`src/rtl/mem_tg_axi_txn_mon_pkg.sv`:
```
// Shared constants, statistics record and saturating-increment helpers for the
// mem TG transaction monitor. The stats record is packed for the mem TG CSR block.
package mem_tg_mon_pkg;

  localparam int MON_BURST_W = 32;
  localparam int MON_BUSY_W  = 64;

  typedef struct packed {
    logic [MON_BURST_W-1:0] wr_bursts;
    logic [MON_BURST_W-1:0] rd_bursts;
    logic [MON_BUSY_W-1:0]  busy_cycles;
    logic                   tmo_err;
    logic                   cnt_err;
  } mem_tg_mon_stats_t;

  // Burst counters hold at all-ones instead of wrapping.
  function automatic logic [MON_BURST_W-1:0] sat_inc_burst(input logic [MON_BURST_W-1:0] v);
    if (v == {MON_BURST_W{1'b1}}) begin
      return v;
    end else begin
      return v + {{(MON_BURST_W-1){1'b0}}, 1'b1};
    end
  endfunction

  // Busy-cycle counter holds at all-ones instead of wrapping.
  function automatic logic [MON_BUSY_W-1:0] sat_inc_busy(input logic [MON_BUSY_W-1:0] v);
    if (v == {MON_BUSY_W{1'b1}}) begin
      return v;
    end else begin
      return v + {{(MON_BUSY_W-1){1'b0}}, 1'b1};
    end
  endfunction

endpackage

```
`src/rtl/mem_tg_axi_txn_mon_if.sv`:
```
// AXI-MM address/response handshake bundle seen by the transaction monitor.
// slave: the monitor's view. master: the surrounding TG / EMIF side.
interface mem_tg_axi_txn_mon_if;

  logic s_awvalid;
  logic s_awready;
  logic m_awvalid;
  logic m_awready;
  logic s_arvalid;
  logic s_arready;
  logic m_arvalid;
  logic m_arready;
  logic bvalid;
  logic bready;
  logic rvalid;
  logic rready;
  logic rlast;

  modport slave (
    input  s_awvalid, m_awready, s_arvalid, m_arready,
    input  bvalid, bready, rvalid, rready, rlast,
    output s_awready, m_awvalid, s_arready, m_arvalid
  );

  modport master (
    output s_awvalid, m_awready, s_arvalid, m_arready,
    output bvalid, bready, rvalid, rready, rlast,
    input  s_awready, m_awvalid, s_arready, m_arvalid
  );

endinterface

```
`src/rtl/mem_tg_outst_ctr.sv`:
```
// Outstanding-transaction counter: +1 on request accept, -1 on completion.
// 'ok' comes from the registered count only, so a completion frees its slot
// one cycle later. A lone completion at zero flags underflow and keeps zero.
module mem_tg_outst_ctr #(
  parameter  int MAX = 16,
  localparam int W   = $clog2(MAX + 1)
) (
  input  logic         clk,
  input  logic         rst,
  input  logic         inc,
  input  logic         dec,
  output logic [W-1:0] count,
  output logic         ok,
  output logic         underflow
);

  localparam logic [W-1:0] MAX_C  = W'(MAX);
  localparam logic [W-1:0] ZERO_C = {W{1'b0}};
  localparam logic [W-1:0] ONE_C  = {{(W-1){1'b0}}, 1'b1};

  logic [W-1:0] count_r;

  // Admission and underflow decode from the registered count.
  always_comb begin
    ok        = (count_r < MAX_C);
    underflow = dec & ~inc & (count_r == ZERO_C);
  end

  // Track outstanding count; simultaneous inc/dec cancel out.
  always_ff @(posedge clk or posedge rst) begin
    if (rst) begin
      count_r <= ZERO_C;
    end else if (inc & ~dec) begin
      count_r <= count_r + ONE_C;
    end else if (dec & ~inc & (count_r != ZERO_C)) begin
      count_r <= count_r - ONE_C;
    end else begin
      count_r <= count_r;
    end
  end

  assign count = count_r;

endmodule

```
`src/rtl/mem_tg_axi_txn_mon.sv`:
```
// Per-channel AXI-MM throttle/monitor between the TG and the EMIF bridge.
// Caps outstanding AW/AR, counts bursts and busy cycles, runs a response watchdog.
module mem_tg_axi_txn_mon
  import mem_tg_mon_pkg::*;
#(
  parameter  int MAX_WR_OUTST = 16,
  parameter  int MAX_RD_OUTST = 16,
  parameter  int TMO_W        = 32,
  localparam int OW_W         = $clog2(MAX_WR_OUTST + 1),
  localparam int OR_W         = $clog2(MAX_RD_OUTST + 1)
) (
  input  logic                   clk,
  input  logic                   rst,
  mem_tg_axi_txn_mon_if.slave    bus,
  input  logic [TMO_W-1:0]       cfg_timeout,
  input  logic                   clr,
  output logic [OW_W-1:0]        wr_outst,
  output logic [OR_W-1:0]        rd_outst,
  output logic [MON_BURST_W-1:0] wr_bursts,
  output logic [MON_BURST_W-1:0] rd_bursts,
  output logic [MON_BUSY_W-1:0]  busy_cycles,
  output logic                   tmo_err,
  output logic                   cnt_err
);

  localparam logic [TMO_W-1:0] TMO_ZERO_C = {TMO_W{1'b0}};
  localparam logic [TMO_W-1:0] TMO_ONE_C  = {{(TMO_W-1){1'b0}}, 1'b1};

  logic              wr_ok_s, rd_ok_s, wr_uf_s, rd_uf_s;
  logic              aw_hs_s, ar_hs_s, b_hs_s, r_last_hs_s, progress_s;
  logic              busy_s, tmo_fire_s;
  logic [OW_W-1:0]   wr_cnt_s;
  logic [OR_W-1:0]   rd_cnt_s;
  logic [TMO_W-1:0]  wd_cnt_r;
  mem_tg_mon_stats_t stats_r;

  // Zero-latency gating; held closed while in reset.
  always_comb begin
    bus.m_awvalid = ~rst & bus.s_awvalid & wr_ok_s;
    bus.s_awready = ~rst & bus.m_awready & wr_ok_s;
    bus.m_arvalid = ~rst & bus.s_arvalid & rd_ok_s;
    bus.s_arready = ~rst & bus.m_arready & rd_ok_s;
  end

  // Handshake, busy and watchdog-fire decode.
  always_comb begin
    aw_hs_s     = ~rst & bus.s_awvalid & wr_ok_s & bus.m_awready;
    ar_hs_s     = ~rst & bus.s_arvalid & rd_ok_s & bus.m_arready;
    b_hs_s      = bus.bvalid & bus.bready;
    r_last_hs_s = bus.rvalid & bus.rready & bus.rlast;
    progress_s  = b_hs_s | (bus.rvalid & bus.rready);
    busy_s      = (wr_cnt_s != {OW_W{1'b0}}) | (rd_cnt_s != {OR_W{1'b0}});
    tmo_fire_s  = (cfg_timeout != TMO_ZERO_C) & busy_s & ~progress_s &
                  (wd_cnt_r == (cfg_timeout - TMO_ONE_C));
  end

  mem_tg_outst_ctr #(.MAX(MAX_WR_OUTST)) u_wr_ctr (
    .clk       (clk),
    .rst       (rst),
    .inc       (aw_hs_s),
    .dec       (b_hs_s),
    .count     (wr_cnt_s),
    .ok        (wr_ok_s),
    .underflow (wr_uf_s)
  );

  mem_tg_outst_ctr #(.MAX(MAX_RD_OUTST)) u_rd_ctr (
    .clk       (clk),
    .rst       (rst),
    .inc       (ar_hs_s),
    .dec       (r_last_hs_s),
    .count     (rd_cnt_s),
    .ok        (rd_ok_s),
    .underflow (rd_uf_s)
  );

  // Watchdog: counts consecutive busy cycles without any B or R beat.
  always_ff @(posedge clk or posedge rst) begin
    if (rst) begin
      wd_cnt_r <= TMO_ZERO_C;
    end else if (clr | ~busy_s | progress_s) begin
      wd_cnt_r <= TMO_ZERO_C;
    end else if (wd_cnt_r != {TMO_W{1'b1}}) begin
      wd_cnt_r <= wd_cnt_r + TMO_ONE_C;
    end else begin
      wd_cnt_r <= wd_cnt_r;
    end
  end

  // Statistics and sticky flags; clr wins over same-cycle updates.
  always_ff @(posedge clk or posedge rst) begin
    if (rst) begin
      stats_r <= '0;
    end else if (clr) begin
      stats_r <= '0;
    end else begin
      stats_r.wr_bursts   <= aw_hs_s ? sat_inc_burst(stats_r.wr_bursts) : stats_r.wr_bursts;
      stats_r.rd_bursts   <= ar_hs_s ? sat_inc_burst(stats_r.rd_bursts) : stats_r.rd_bursts;
      stats_r.busy_cycles <= busy_s ? sat_inc_busy(stats_r.busy_cycles) : stats_r.busy_cycles;
      stats_r.tmo_err     <= stats_r.tmo_err | tmo_fire_s;
      stats_r.cnt_err     <= stats_r.cnt_err | wr_uf_s | rd_uf_s;
    end
  end

  assign wr_outst    = wr_cnt_s;
  assign rd_outst    = rd_cnt_s;
  assign wr_bursts   = stats_r.wr_bursts;
  assign rd_bursts   = stats_r.rd_bursts;
  assign busy_cycles = stats_r.busy_cycles;
  assign tmo_err     = stats_r.tmo_err;
  assign cnt_err     = stats_r.cnt_err;

endmodule

```
`src/flat_wrapper.sv`:
```
// flat-port wrapper written by rule: the top's interface ports become plain ports
module mem_tg_axi_txn_mon_flat import mem_tg_mon_pkg::*;
#(
  parameter  int MAX_WR_OUTST = 16,
  parameter  int MAX_RD_OUTST = 16,
  parameter  int TMO_W        = 32,
  localparam int OW_W         = $clog2(MAX_WR_OUTST + 1),
  localparam int OR_W         = $clog2(MAX_RD_OUTST + 1)
)
  (clk, rst, cfg_timeout, clr, wr_outst, rd_outst, wr_bursts, rd_bursts, busy_cycles, tmo_err, cnt_err, bus_s_awvalid, bus_m_awready, bus_s_arvalid, bus_m_arready, bus_bvalid, bus_bready, bus_rvalid, bus_rready, bus_rlast, bus_s_awready, bus_m_awvalid, bus_s_arready, bus_m_arvalid);
  mem_tg_axi_txn_mon_if bus_i ();
  input  logic clk;
  input  logic rst;
  input  logic [TMO_W-1:0] cfg_timeout;
  input  logic clr;
  output logic [OW_W-1:0] wr_outst;
  output logic [OR_W-1:0] rd_outst;
  output logic [MON_BURST_W-1:0] wr_bursts;
  output logic [MON_BURST_W-1:0] rd_bursts;
  output logic [MON_BUSY_W-1:0] busy_cycles;
  output logic tmo_err;
  output logic cnt_err;
  input wire logic [$bits(bus_i.s_awvalid)-1:0] bus_s_awvalid;
  input wire logic [$bits(bus_i.m_awready)-1:0] bus_m_awready;
  input wire logic [$bits(bus_i.s_arvalid)-1:0] bus_s_arvalid;
  input wire logic [$bits(bus_i.m_arready)-1:0] bus_m_arready;
  input wire logic [$bits(bus_i.bvalid)-1:0] bus_bvalid;
  input wire logic [$bits(bus_i.bready)-1:0] bus_bready;
  input wire logic [$bits(bus_i.rvalid)-1:0] bus_rvalid;
  input wire logic [$bits(bus_i.rready)-1:0] bus_rready;
  input wire logic [$bits(bus_i.rlast)-1:0] bus_rlast;
  output wire logic [$bits(bus_i.s_awready)-1:0] bus_s_awready;
  output wire logic [$bits(bus_i.m_awvalid)-1:0] bus_m_awvalid;
  output wire logic [$bits(bus_i.s_arready)-1:0] bus_s_arready;
  output wire logic [$bits(bus_i.m_arvalid)-1:0] bus_m_arvalid;
  assign bus_i.s_awvalid = bus_s_awvalid;
  assign bus_i.m_awready = bus_m_awready;
  assign bus_i.s_arvalid = bus_s_arvalid;
  assign bus_i.m_arready = bus_m_arready;
  assign bus_i.bvalid = bus_bvalid;
  assign bus_i.bready = bus_bready;
  assign bus_i.rvalid = bus_rvalid;
  assign bus_i.rready = bus_rready;
  assign bus_i.rlast = bus_rlast;
  assign bus_s_awready = bus_i.s_awready;
  assign bus_m_awvalid = bus_i.m_awvalid;
  assign bus_s_arready = bus_i.s_arready;
  assign bus_m_arvalid = bus_i.m_arvalid;
  mem_tg_axi_txn_mon #(.MAX_WR_OUTST(MAX_WR_OUTST), .MAX_RD_OUTST(MAX_RD_OUTST), .TMO_W(TMO_W)) u_core (.clk(clk), .rst(rst), .bus(bus_i), .cfg_timeout(cfg_timeout), .clr(clr), .wr_outst(wr_outst), .rd_outst(rd_outst), .wr_bursts(wr_bursts), .rd_bursts(rd_bursts), .busy_cycles(busy_cycles), .tmo_err(tmo_err), .cnt_err(cnt_err));
endmodule
```
`config.mk`:
```
export PLATFORM = sky130hd
export DESIGN_NAME = mem_tg_axi_txn_mon_flat
export DESIGN_NICKNAME = d
export VERILOG_FILES = /design/src/rtl/mem_tg_axi_txn_mon_pkg.sv /design/src/rtl/mem_tg_axi_txn_mon_if.sv /design/src/rtl/mem_tg_outst_ctr.sv /design/src/rtl/mem_tg_axi_txn_mon.sv /design/src/flat_wrapper.sv
export SDC_FILE = /design/constraint.sdc
export NUM_CORES = 1
export LEC_CHECK = 0
export CAP_MARGIN = 25
export CORE_ASPECT_RATIO = 1.2
export CORE_MARGIN = 2
export CORE_UTILIZATION = 53
export CTS_CLUSTER_DIAMETER = 30
export DETAILED_ROUTE_END_ITERATION = 8
export PLACE_DENSITY = 0.81
export SLEW_MARGIN = 15
export SYNTH_ARGS = -nofsm -noshare
export SYNTH_HDL_FRONTEND = slang
export SYNTH_SLANG_ARGS = --single-unit
```
`constraint.sdc`:
```
create_clock -name clk -period 7.3 [get_ports clk]
set_input_delay 0.73 -clock clk [delete_from_list [all_inputs] [get_ports clk]]
set_output_delay 0.73 -clock clk [all_outputs]
set_load 0.02 [all_outputs]
```
# After elaboration in Yosys (flattened, before gate mapping)
# Index checks and enable logic that the tools add are counted.
# classes
add_sub_neg	9
n_reduce_logical	14
eq_ne	8
n_lt_le_gt_ge	2
mux	13
n_bitwise	38
# op_table
op	n
$mux W32	6
$mux W130	1
$mux W64	2
$add A32 B1 Y32 const B	3
$add A64 B1 Y64 const B	1
$eq A32 B32 Y1 const B	2
$eq A64 B64 Y1 const B	1
$eq A32 B32 Y1	1
$ne A32 B32 Y1 const B	1
$reduce_bool A32 Y1	1
$sub A32 B1 Y32 const B	1
$and A1 B1 Y1	24
$mux W5	4
$reduce_bool A2 Y1	6
$add A5 B1 Y5 const B	2
$logic_not A5 Y1	2
$lt A5 B5 Y1 const B	2
$reduce_bool A5 Y1	2
$sub A5 B1 Y5 const B	2
$not A1 Y1	7
$or A1 B1 Y1	7
$ne A2 B2 Y1 const B	3
$reduce_and A2 Y1	3
# word_totals
regBits	172

# Longest topological paths before layout
# Gate-level depths: netlist of run 1.
# logic_depth
ltp_word	10
depth_mapped	11
ltp_nobuf	10

# By module
# A second synthesis of run 1 with hierarchy kept.
# hier_totals
hier_cells	1122
area_unflattened_um2	10213.5
# modules_own_cells
mod	seq_area_each_um2	n_inst	cells_per_inst	area_each_um2
mem_tg_axi_txn_mon	4053.9	1	1052	9437.8
mem_tg_outst_ctr	125.1	2	35	387.9

# Least setup slack after synthesis of run 1
# OpenSTA, ideal clock, no wires.
# synth_timing
kind	input to register
from	input port cfg_timeout[9]
to	register u_core.tmo_err (netlist name)
setup_slack_ns	4.277
cell_stages	8
t_required_ns	7.199
t_arrival_ns	2.922
cell_sequence	buf_4 > nor4_1 > nand4_2 > xnor2_1 > or3_1 > a2111oi_0 > nand4_1 > o32ai_1
# synth_via
elab_chain_len	6
word_cells_on_any_way	8
classes_between	add/sub (1); eq/ne (1); mux (1); bitwise (4); reduce/logical (1)
# synth_rtl
element	line_no	rtl
start, declared	flat_wrapper.sv:14	input logic [TMO_W-1:0] cfg_timeout;
branches (longest 3 deep; another with $sub A32 B1 Y32)	--	
$and A1 B1 Y1 *	mem_tg_axi_txn_mon.sv:53	tmo_fire_s = (cfg_timeout != TMO_ZERO_C) & busy_s & ~progress_s &
$or A1 B1 Y1 *	mem_tg_axi_txn_mon.sv:100	stats_r.tmo_err <= stats_r.tmo_err | tmo_fire_s;
$mux W130 *	mem_tg_axi_txn_mon.sv:94	end else if (clr) begin
# Mark *: on every way between the ends.
# A chain may end at the register's enable or synchronous reset.

# Worst setup path in the final report of run 1
# layout_timing
from	input port cfg_timeout[9]
to	register u_core.tmo_err (netlist name)
# layout_via
elab_chain_len	6
word_cells_on_any_way	8
classes_between	add/sub (1); eq/ne (1); mux (1); bitwise (4); reduce/logical (1)
# layout_rtl
element	line_no
branches (longest 3 deep; another with $sub A32 B1 Y32)	--
$and A1 B1 Y1 *	mem_tg_axi_txn_mon.sv:53
$or A1 B1 Y1 *	mem_tg_axi_txn_mon.sv:100
$mux W130 *	mem_tg_axi_txn_mon.sv:94
# Marked as above.

==> metrics, run 1 <==
top cells by area, synth=dfrtp_1 43%, xor2_1 9.6%, nor2_1 7.0%; Hold WC Path Type=reg2reg; Reg2Reg Depth=9; ys flop type=dfrtp_1; clock latency on the worst-skew pair=430 ps; Peak supply drop=149 uV; CTS sink count=172; flops & latches, synth=172; drt wl/cell=17.2 microns; CP startpoint=cfg_timeout[9]; Critical Path Sink Type=flop; TritonCTS buffer count=17; Max stage delay on crit path=710 ps; port bufs=187; EDFF count, synth=0; Setup WS post-layout=3900 ps; hold_ws=564 ps; critical path peak fanout=8; area delta synth->final=27.7%; Ant. Diodes=0; Post-synth ARST share=1.00; slowest cell on the critical path=nor4_1; Detail Placement HPWL=18.2 mm; die height=154 microns; number of detailed-route iterations in the first pass=5; fin cells=1514; Clock Tree Root=clkbuf_16; Slew @ Worst Pin=1060 ps; final setup fails=0; Setup Crit Path Kind=in2reg; Worst Hold Depth=2; Commonest cells post-synth=185 x nor2_1, 172 x dfrtp_1, 109 x xor2_1, 83 x nand2_1, 73 x xnor2_1; count of cell types in the netlist=66; Synth Instances=1101; Fin. Hold Viols=0; syn nets=1159; CTS tree=done; CP Launch Type=input pin; cell taking the most area after synthesis=dfrtp_1; CTS max path bufs=2; via count=8846; leakage=5.00 nW; syn_area_per_cell=9.02 sq um; max-cap violation count=0; Fmax=294 MHz; gpl congestion=0.970; 1st-iter DRT viols=555; top-count cell post-synth=nor2_1; Final Slew Violations=0; Crit path top cell by count=o21ai_0; fin crit share=0.466; die area=19800 sq um; die span in x=129 microns; setup TNS=0 ps; first-pass GRT wire length=42.3 mm; ANT nets after route=0; DRC Markers=0; post-CTS sizing=0; nets=1335; vias in the first global route=8503; YS warnings=0; Yosys top cell area share=0.434; share of post-route cells with drive strength above 1=0.0535; outcome=completed; total gr overflow=0; clock-pin slew on the worst setup and hold paths=70 ps; num rows=54; post-route clock skew=10.4 ps; reg2reg start=u_core.u_wr_ctr.count[1]; initial antenna violation count=0; sequential area share after synthesis=0.434; Via density=5.84; Slew headroom=0.284; GR Util All Layers=0.264; Starting Density=0.544; hold buffer count at cts=0; # IOs=188; pin count of the biggest net entering global routing=96; PwrDens=194 nW/um^2; Netlist Area Pre-Place=9930 sq um; Crit path required time=7580 ps; Inst Count DP=1481; postcts setup bufs=0; fin util=0.695; r2r setup slk=4270 ps; crit path cell chain=clkdlybuf4s50_1 -> nor4_1 -> nand4_2 -> or4_4 -> and2_0 -> o21ai_0 -> o21ai_0 -> a21oi_1 -> o32ai_1; min-delay src=u_core.busy_cycles[40]; RSZ-0062 raised after global routing=false; crit path DAT=3680 ps; DRT Wirelength=26.0 mm; minimum clock period=3400 ps; Post-Place Worst Slack=3490 ps; Core Footprint=18200 sq um; number of H-tree levels=4
## cell usage in the layout, fill, tap and decap left out, types with 19 or more instances in the layout
master / count
and3_1: 30
o21ai_0: 30
a21oi_1: 39
nor2_1: 185
xnor2_1: 73
clkdlybuf4s50_1: 186
or3_1: 20
xor2_1: 109
inv_1: 19
nand2_1: 83
nor3_1: 30
nand3_1: 66
nand4_1: 50
dfrtp_1: 172
## path summary, 6_finish.rpt
| kind | to |
|---|---|
| max | u_core.tmo_err |
| min | u_core.busy_cycles[40] |
| max reg2reg | u_core.tmo_err |
| min reg2reg | u_core.busy_cycles[40] |
| max in group asynchronous | u_core.wd_cnt_r[12] |
| min in group asynchronous | u_core.u_rd_ctr.count[4] |
## metrics by stage
| stage | cell area [sq um] | total power (W) |
|---|---|---|
| after floorplan | 9930 | 0.00127 |
| after global placement | 12000 | 0.00142 |
| after detailed placement | 12000 | 0.00143 |
| after CTS | 12600 | 0.00247 |
| after global routing | 12700 | 0.00256 |
| final | 12700 | 0.00246 |
## report_power, final
| part | switching (W) | total, W | leakage, nW | internal, W |
|---|---|---|---|---|
| sequential | 0.0000513 | 0.00104 | 2.38 | 0.000985 |
| combinational | 0.000205 | 0.000381 | 2.30 | 0.000176 |
| clock | 0.000390 | 0.00104 | 0.326 | 0.000652 |
| total | 0.000647 | 0.00246 | 5.00 | 0.00181 |
## critical path, delay by kind of cell
family                 cells  cell delay (ps)
AOI/OAI and AO/OA          4              570
buffers and inverters      1              550
and+or+nand+nor            4             1820
## logic make-up (layout without fill, tap and decap cells)
logic type	Yosys count	count (layout)	synth area share
muxes	9	9	0.00983
xor gates and xnor gates	182	182	0.161
buffers and inverters	56	245	0.0231
DFF	172	172	0.434
AOI/OAI and AO/OA	106	106	0.0629
adders and majority gates	14	14	0.0192
and+or+nand+nor	562	562	0.291
## metal layers
layer / track usage / vias up / part of all wire
li1: - / 4178 / -
met3: 0.0759 / 52 / 0.073
met1: 0.335 / 4334 / 0.41
met2: 0.430 / 282 / 0.49
met5: 0 / - / 0
met4: 0.0963 / 0 / 0.026
## state kept, by name, summed over array words and instances (netlist names)
register	flops
u_core.busy_cycles	64
u_core.cnt_err	1
u_core.wd_cnt_r	32
u_core.wr_bursts	32
u_core.tmo_err	1
u_core.u_rd_ctr.count	5
u_core.u_wr_ctr.count	5
u_core.rd_bursts	32
## cell type report
class | instances | area [sq um]
Fill cell | 1383 | 5560
Multi-Input combinational cell | 873 | 5400
Sequential cell | 172 | 4300
Timing Repair Buffer | 193 | 1930
Clock buffer | 18 | 439
Tap cell | 224 | 280
Clock inverter | 14 | 240
Inverter | 20 | 80.1
Note: power is estimated with default switching activity, not from simulation.
==> inputs of run 2 (changes only) <==
--- a/config.mk
+++ b/config.mk
@@ -8,10 +8,10 @@
 export CAP_MARGIN = 25
 export CORE_ASPECT_RATIO = 1.2
 export CORE_MARGIN = 2
-export CORE_UTILIZATION = 53
+export CORE_UTILIZATION = 48
 export CTS_CLUSTER_DIAMETER = 30
 export DETAILED_ROUTE_END_ITERATION = 8
-export PLACE_DENSITY = 0.81
+export PLACE_DENSITY = 0.77
 export SLEW_MARGIN = 15
 export SYNTH_ARGS = -nofsm -noshare
 export SYNTH_HDL_FRONTEND = slang
==> constraint.sdc (replaced) <==
create_clock -name clk -period 2.86 [get_ports clk]
set_input_delay 0.286 -clock clk [delete_from_list [all_inputs] [get_ports clk]]
set_output_delay 0.286 -clock clk [all_outputs]
set_load 0.02 [all_outputs]
==> run 2 against run 1 <==
  * Cell count up 6.5%
  * Core utilization down 4.9 points
  * Final area grew 3.2%
  * Setup slack got worse by 3800 ps
  * Largest cell class unchanged
  * Non-clock buffer count increased by 56
  * Combinational power rose to 2.7 times the previous value
  * Routed wire length about the same
  * Count of clock-buffer cells in the layout is 2 higher
==> metrics, run 2 (synthesis results as in run 1) <==
outcome=completed; Largest register FFs=64 (unchanged); CP startpoint=u_core.busy_cycles[1]; postcts setup bufs=0 (unchanged); reg2reg start=u_core.busy_cycles[1]; Detail Placement HPWL=18.6 mm (+2.7%); fin crit share=0.956; num rows=57 (+5.6%); setup TNS=0 ps (unchanged); # IOs=188 (unchanged); die area=21900 sq um (+10%); CTS sink count=172 (unchanged); register name with the most flops=u_core.busy_cycles; minimum clock period=2730 ps; Slew @ Worst Pin=753 ps (-312 ps); max-cap violation count=0 (unchanged); slowest cell on the critical path=or4b_4; hold_ws=277 ps (-287 ps); leakage=5.23 nW (+4.5%); crit-path leading delay family=simple AND/OR/NAND/NOR gates; nets=1391 (+4.2%); Storage cell area=4310 sq um (about the same); CP Launch Type=flop; vias in the first global route=8680 (+2.1%); die height=162 microns (+4.9%); crit path buf inv count=0 (-1); drt wl/cell=16.1 microns (-6.1%); fin cells=1612 (+6.5%); pin count of the biggest net entering global routing=79 (-18%); post-route clock skew=11.7 ps (+1.35 ps); Peak supply drop=332 uV (+120%); Critical Path Sink Type=flop; Starting Density=0.490 (-0.0541); post-CTS sizing=0 (unchanged); Final Slew Violations=0 (unchanged); Inst Count DP=1579 (+6.6%); clock-pin slew on the worst setup and hold paths=70 ps (about the same); Multi-input gate area=5420 sq um (+0.42%); filler cell count=1704 (+23%); fin area=13100 sq um (+3.2%); hold buffer count at cts=0 (unchanged); Clock Tree Root=clkbuf_16; Fmax=366 MHz; critical path peak fanout=5 (-3); initial antenna violation count=2 (+2); CTS tree=done; Hold WC Path Type=in2async; crit path cell chain=ha_1 -> nand3_1 -> or4_4 -> or4b_4 -> nor2_8 -> or4b_1 -> a21oi_1; crit path DAT=3080 ps (-600 ps); CTS max path bufs=2 (unchanged); via count=8937 (+1.0%); Fin. Hold Viols=0 (unchanged); first-pass GRT wire length=42.3 mm (+0.13%); DRC Markers=0 (unchanged); port bufs=187 (unchanged); DRT Wirelength=26.0 mm (about the same); 1st-iter DRT viols=489 (-12%); leading cell type in the layout, fill and taps excluded=clkdlybuf4s50_1; die span in x=135 microns (+4.9%); PwrDens=450 nW/um^2 (+130%); gpl congestion=0.923 (-4.8%); number of detailed-route iterations in the first pass=5 (unchanged); RSZ-0062 raised after global routing=false; final setup fails=0 (unchanged); share of post-route cells with drive strength above 1=0.0958 (+0.0424); GR Util All Layers=0.240 (-0.0240); Crit path required time=3210 ps (-4370 ps); ANT nets after route=0 (unchanged); total power=0.00589 W (+140%); clock latency on the worst-skew pair=430 ps (about the same); Setup Crit Path Kind=reg2reg; Core Footprint=20300 sq um (+11%); total gr overflow=0 (unchanged); area delta synth->final=31.8%; Max stage delay on crit path=600 ps (-110 ps); Slew headroom=0.496 (+0.212); most frequent cells in the layout=186 x clkdlybuf4s50_1, 185 x nor2_1, 171 x dfrtp_1, 109 x xor2_1, 83 x nand2_1; Via density=5.54 (-5.1%); Placed Area=12500 sq um (+4.3%); number of H-tree levels=4 (unchanged); TritonCTS buffer count=17 (unchanged)
[run 2: cell types whose count changed in the layout (fill, tap and decap cells not counted), sizes merged]
cell	before	now
buf	7	63
bufinv	6	1
clkinvlp	2	5
clkbuf	18	20
diode	0	1
[run 2: cell type report]
class,instances,share of cell area
Clock inverter,12,0.00870
Sequential cell,172,0.329
Clock buffer,20,0.0349
Inverter,20,0.00602
Tap cell,265,0.0253
Multi-Input combinational cell,873,0.414
Antenna cell,1,0.000191
Timing Repair Buffer,249,0.181
[run 2: path summary, 6_finish.rpt]
kind | slack, ps | endpoint | cells after the start
hold / removal | 280 | u_core.u_rd_ctr.count[4] | 2
max in group asynchronous | 1950 | u_core.busy_cycles[0] | 3
hold reg to reg | 560 | u_core.busy_cycles[14] | 2
min in group clk | 490 | u_core.busy_cycles[9] | 3
setup reg to reg | 130 | u_core.busy_cycles[54] | 7
setup / recovery | 130 | u_core.busy_cycles[54] | 7
[run 2: metal layers]
layer	part of all wire	routed length (microns)	global-route usage	vias to the layer above
met5	0.00050	13	0	-
met4	0.026	688	0.0928	2
met3	0.073	1910	0.0706	54
met2	0.49	12800	0.397	268
met1	0.41	10600	0.297	4306
li1	-	-	-	4307
[run 2: power by group]
part           switching, W  internal, W
Clock              0.000977      0.00125
Combinational      0.000540     0.000495
Sequential         0.000110      0.00252
[run 2: stage by stage]
step | util | setup slack, ps
after floorplan | - | 67.4
after detailed placement | 0.616 | -255
after CTS | 0.644 | 67.2
after global routing | 0.646 | 3.97
after global placement | 0.616 | -228
final | 0.646 | 127
==> inputs of run 3 (changes only) <==
--- a/config.mk
+++ b/config.mk
@@ -8,10 +8,9 @@
 export CAP_MARGIN = 25
 export CORE_ASPECT_RATIO = 1.2
 export CORE_MARGIN = 2
-export CORE_UTILIZATION = 48
+export CORE_UTILIZATION = 25
 export CTS_CLUSTER_DIAMETER = 30
 export DETAILED_ROUTE_END_ITERATION = 8
-export PLACE_DENSITY = 0.77
 export SLEW_MARGIN = 15
 export SYNTH_ARGS = -nofsm -noshare
 export SYNTH_HDL_FRONTEND = slang
==> run 3 against run 2 <==
  * Clock power is 4% higher
  * Clock skew decreased by 2.2 ps
  * Setup slack improved by 16 ps
  * Cell count up 18%
  * Final area is 3.6% higher
  * Routed wire length up 10%
  * First-iteration DRC count is 19% lower
  * Via count hardly changed
  * Combinational power rose by 9.7%
  * Sequential cell count unchanged
  * Total power up 2.4%
  * Critical path depth is the same
==> metrics, run 3 (synthesis results as in run 1) <==
DRT Wirelength=28.6 mm (+10%); initial antenna violation count=2 (unchanged); gpl congestion=0.864 (-6.5%); 1st-iter DRT viols=396 (-19%); crit path DAT=3090 ps (about the same); DRC Markers=0 (unchanged); Detail Placement HPWL=20.9 mm (+12%); Largest register FFs=64 (unchanged); Core Footprint=38900 sq um (+92%); Fmax=368 MHz (+0.59%); Max stage delay on crit path=560 ps (-40 ps); CP Launch Type=flop; Placed Area=12900 sq um (+3.6%); clock-pin slew on the worst setup and hold paths=70 ps (about the same); outcome=completed; hold_ws=473 ps (+196 ps); clock latency on the worst-skew pair=460 ps (+30 ps); area delta synth->final=36.5%; Critical Path Sink Type=flop; max-cap violation count=0 (unchanged); Starting Density=0.255 (-0.235); crit-path leading delay family=simple AND/OR/NAND/NOR gates; Clock Tree Root=clkbuf_16; num rows=79 (+39%); register name with the most flops=u_core.busy_cycles; nets=1413 (+1.6%); Crit path required time=3230 ps (+20 ps); # IOs=188 (unchanged); fin crit share=0.950 (-0.00557); vias in the first global route=8859 (+2.1%); CTS sink count=172 (unchanged); via count=8932 (-0.056%); die area=41300 sq um (+89%); crit path buf inv count=0 (unchanged); Peak supply drop=322 uV (-3.0%); first-pass GRT wire length=46.0 mm (+8.8%); die span in x=186 microns (+37%); hold buffer count at cts=0 (unchanged); crit path cell chain=and4_4 -> nand3_4 -> or4_4 -> or4b_4 -> nor2_8 -> or4b_1 -> a21oi_1; die height=222 microns (+38%); Fin. Hold Viols=0 (unchanged); Slew headroom=0.495 (-0.00108); critical path peak fanout=8 (+3); most frequent cells in the layout=186 x clkdlybuf4s50_1, 185 x nor2_1, 172 x dfrtp_1, 109 x xor2_1, 84 x buf_4; Setup Crit Path Kind=reg2reg; number of detailed-route iterations in the first pass=4 (-1); drt wl/cell=15.1 microns (-6.3%); fin util=0.348 (-0.298); CTS max path bufs=2 (unchanged); leading cell type in the layout, fill and taps excluded=clkdlybuf4s50_1; leakage=5.34 nW (+2.2%); PwrDens=445 nW/um^2 (-1.1%); minimum clock period=2720 ps (-15.9 ps); fin cells=1896 (+18%); total gr overflow=0 (unchanged); post-route clock skew=9.58 ps (-2.16 ps); final setup fails=0 (unchanged); Slew @ Worst Pin=755 ps (+2.35 ps); GR Util All Layers=0.140 (-0.0998); pin count of the biggest net entering global routing=125 (+58%); Via density=4.71 (-15%); number of H-tree levels=4 (unchanged); Inst Count DP=1860 (+18%); Hold WC Path Type=in2reg; slowest cell on the critical path=or4b_4; ANT nets after route=0 (unchanged); Final Slew Violations=0 (unchanged); port bufs=187 (unchanged); RSZ-0062 raised after global routing=false; fin area=13600 sq um (+3.6%); r2r setup slk=140 ps (+20 ps); CTS tree=done; filler cell count=4034 (+140%); share of post-route cells with drive strength above 1=0.110 (+0.0138); TritonCTS buffer count=17 (unchanged)
[run 3: changes by cell type in the layout (fill, tap and decap cells not counted), moves of 2 or more]
cell        change
buf_4          +24
clkinv_4        +2
a211oi_1        +2
clkinvlp_4      -3
a211oi_2        -2
buf_12          -2
[run 3: layer usage]
| layer | up-vias | global-route usage | wire length [microns] |
|---|---|---|---|
| li1 | 4350 | - | - |
| met1 | 4316 | 0.176 | 12700 |
| met2 | 219 | 0.225 | 13400 |
| met3 | 47 | 0.0411 | 1710 |
| met4 | 0 | 0.0572 | 841 |
| met5 | - | 0 | 0 |
[run 3: worst paths after layout]
check	cells past startpoint	to	start
max	7	u_core.busy_cycles[54]	u_core.busy_cycles[24]
min	3	u_core.rd_bursts[22]	clr
max reg2reg	7	u_core.busy_cycles[54]	u_core.busy_cycles[24]
min reg2reg	2	u_core.tmo_err	u_core.tmo_err
max in group asynchronous	3	u_core.busy_cycles[47]	rst
min in group asynchronous	3	u_core.rd_bursts[30]	rst
[run 3: metrics by stage]
| stage | worst slack, ps | TNS, ps | power (W) |
|---|---|---|---|
| after floorplan | 67.4 | 0 | 0.00323 |
| after global placement | -291 | -291 | 0.00375 |
| after detailed placement | -277 | -349 | 0.00377 |
| after CTS | 51.2 | 0 | 0.00613 |
| after global routing | 1.22 | 0 | 0.00634 |
| final | 143 | 0 | 0.00603 |
[run 3: cell type report]
| cell class | count | area (sq um) | area share |
|---|---|---|---|
| diodes | 2 | 5.00 | 0.000369 |
| clock buffers | 20 | 457 | 0.0337 |
| clock inverters | 12 | 114 | 0.00840 |
| inverters | 20 | 78.8 | 0.00582 |
| multi-input cells | 873 | 5420 | 0.400 |
| flip-flops and latches | 172 | 4300 | 0.318 |
| well taps | 526 | 658 | 0.0486 |
| repair buffers | 271 | 2510 | 0.185 |
[run 3: power breakdown]
| part | switching [W] | internal (W) | leakage [nW] |
|---|---|---|---|
| Sequential | 0.0000765 | 0.00251 | 2.38 |
| Combinational | 0.000598 | 0.000529 | 2.69 |
| Clock | 0.00106 | 0.00125 | 0.281 |
| Total | 0.00174 | 0.00429 | 5.34 |
[run 3: what timing repair did]
| action | in CTS | in global routing |
|---|---|---|
| gates resized for setup | 0 | 5 |
| buffers inserted | 0 | 2 |
| endpoints found under the setup margin | 0 | 14 |
[run 3: worst reg2reg max path, stage by stage (launching register included)]
cell,delay (ps)
dfrtp_1,400
and4_4,270
nand3_4,110
or4_4,530
or4b_4,560
nor2_8,170
or4b_1,450
a21oi_1,150
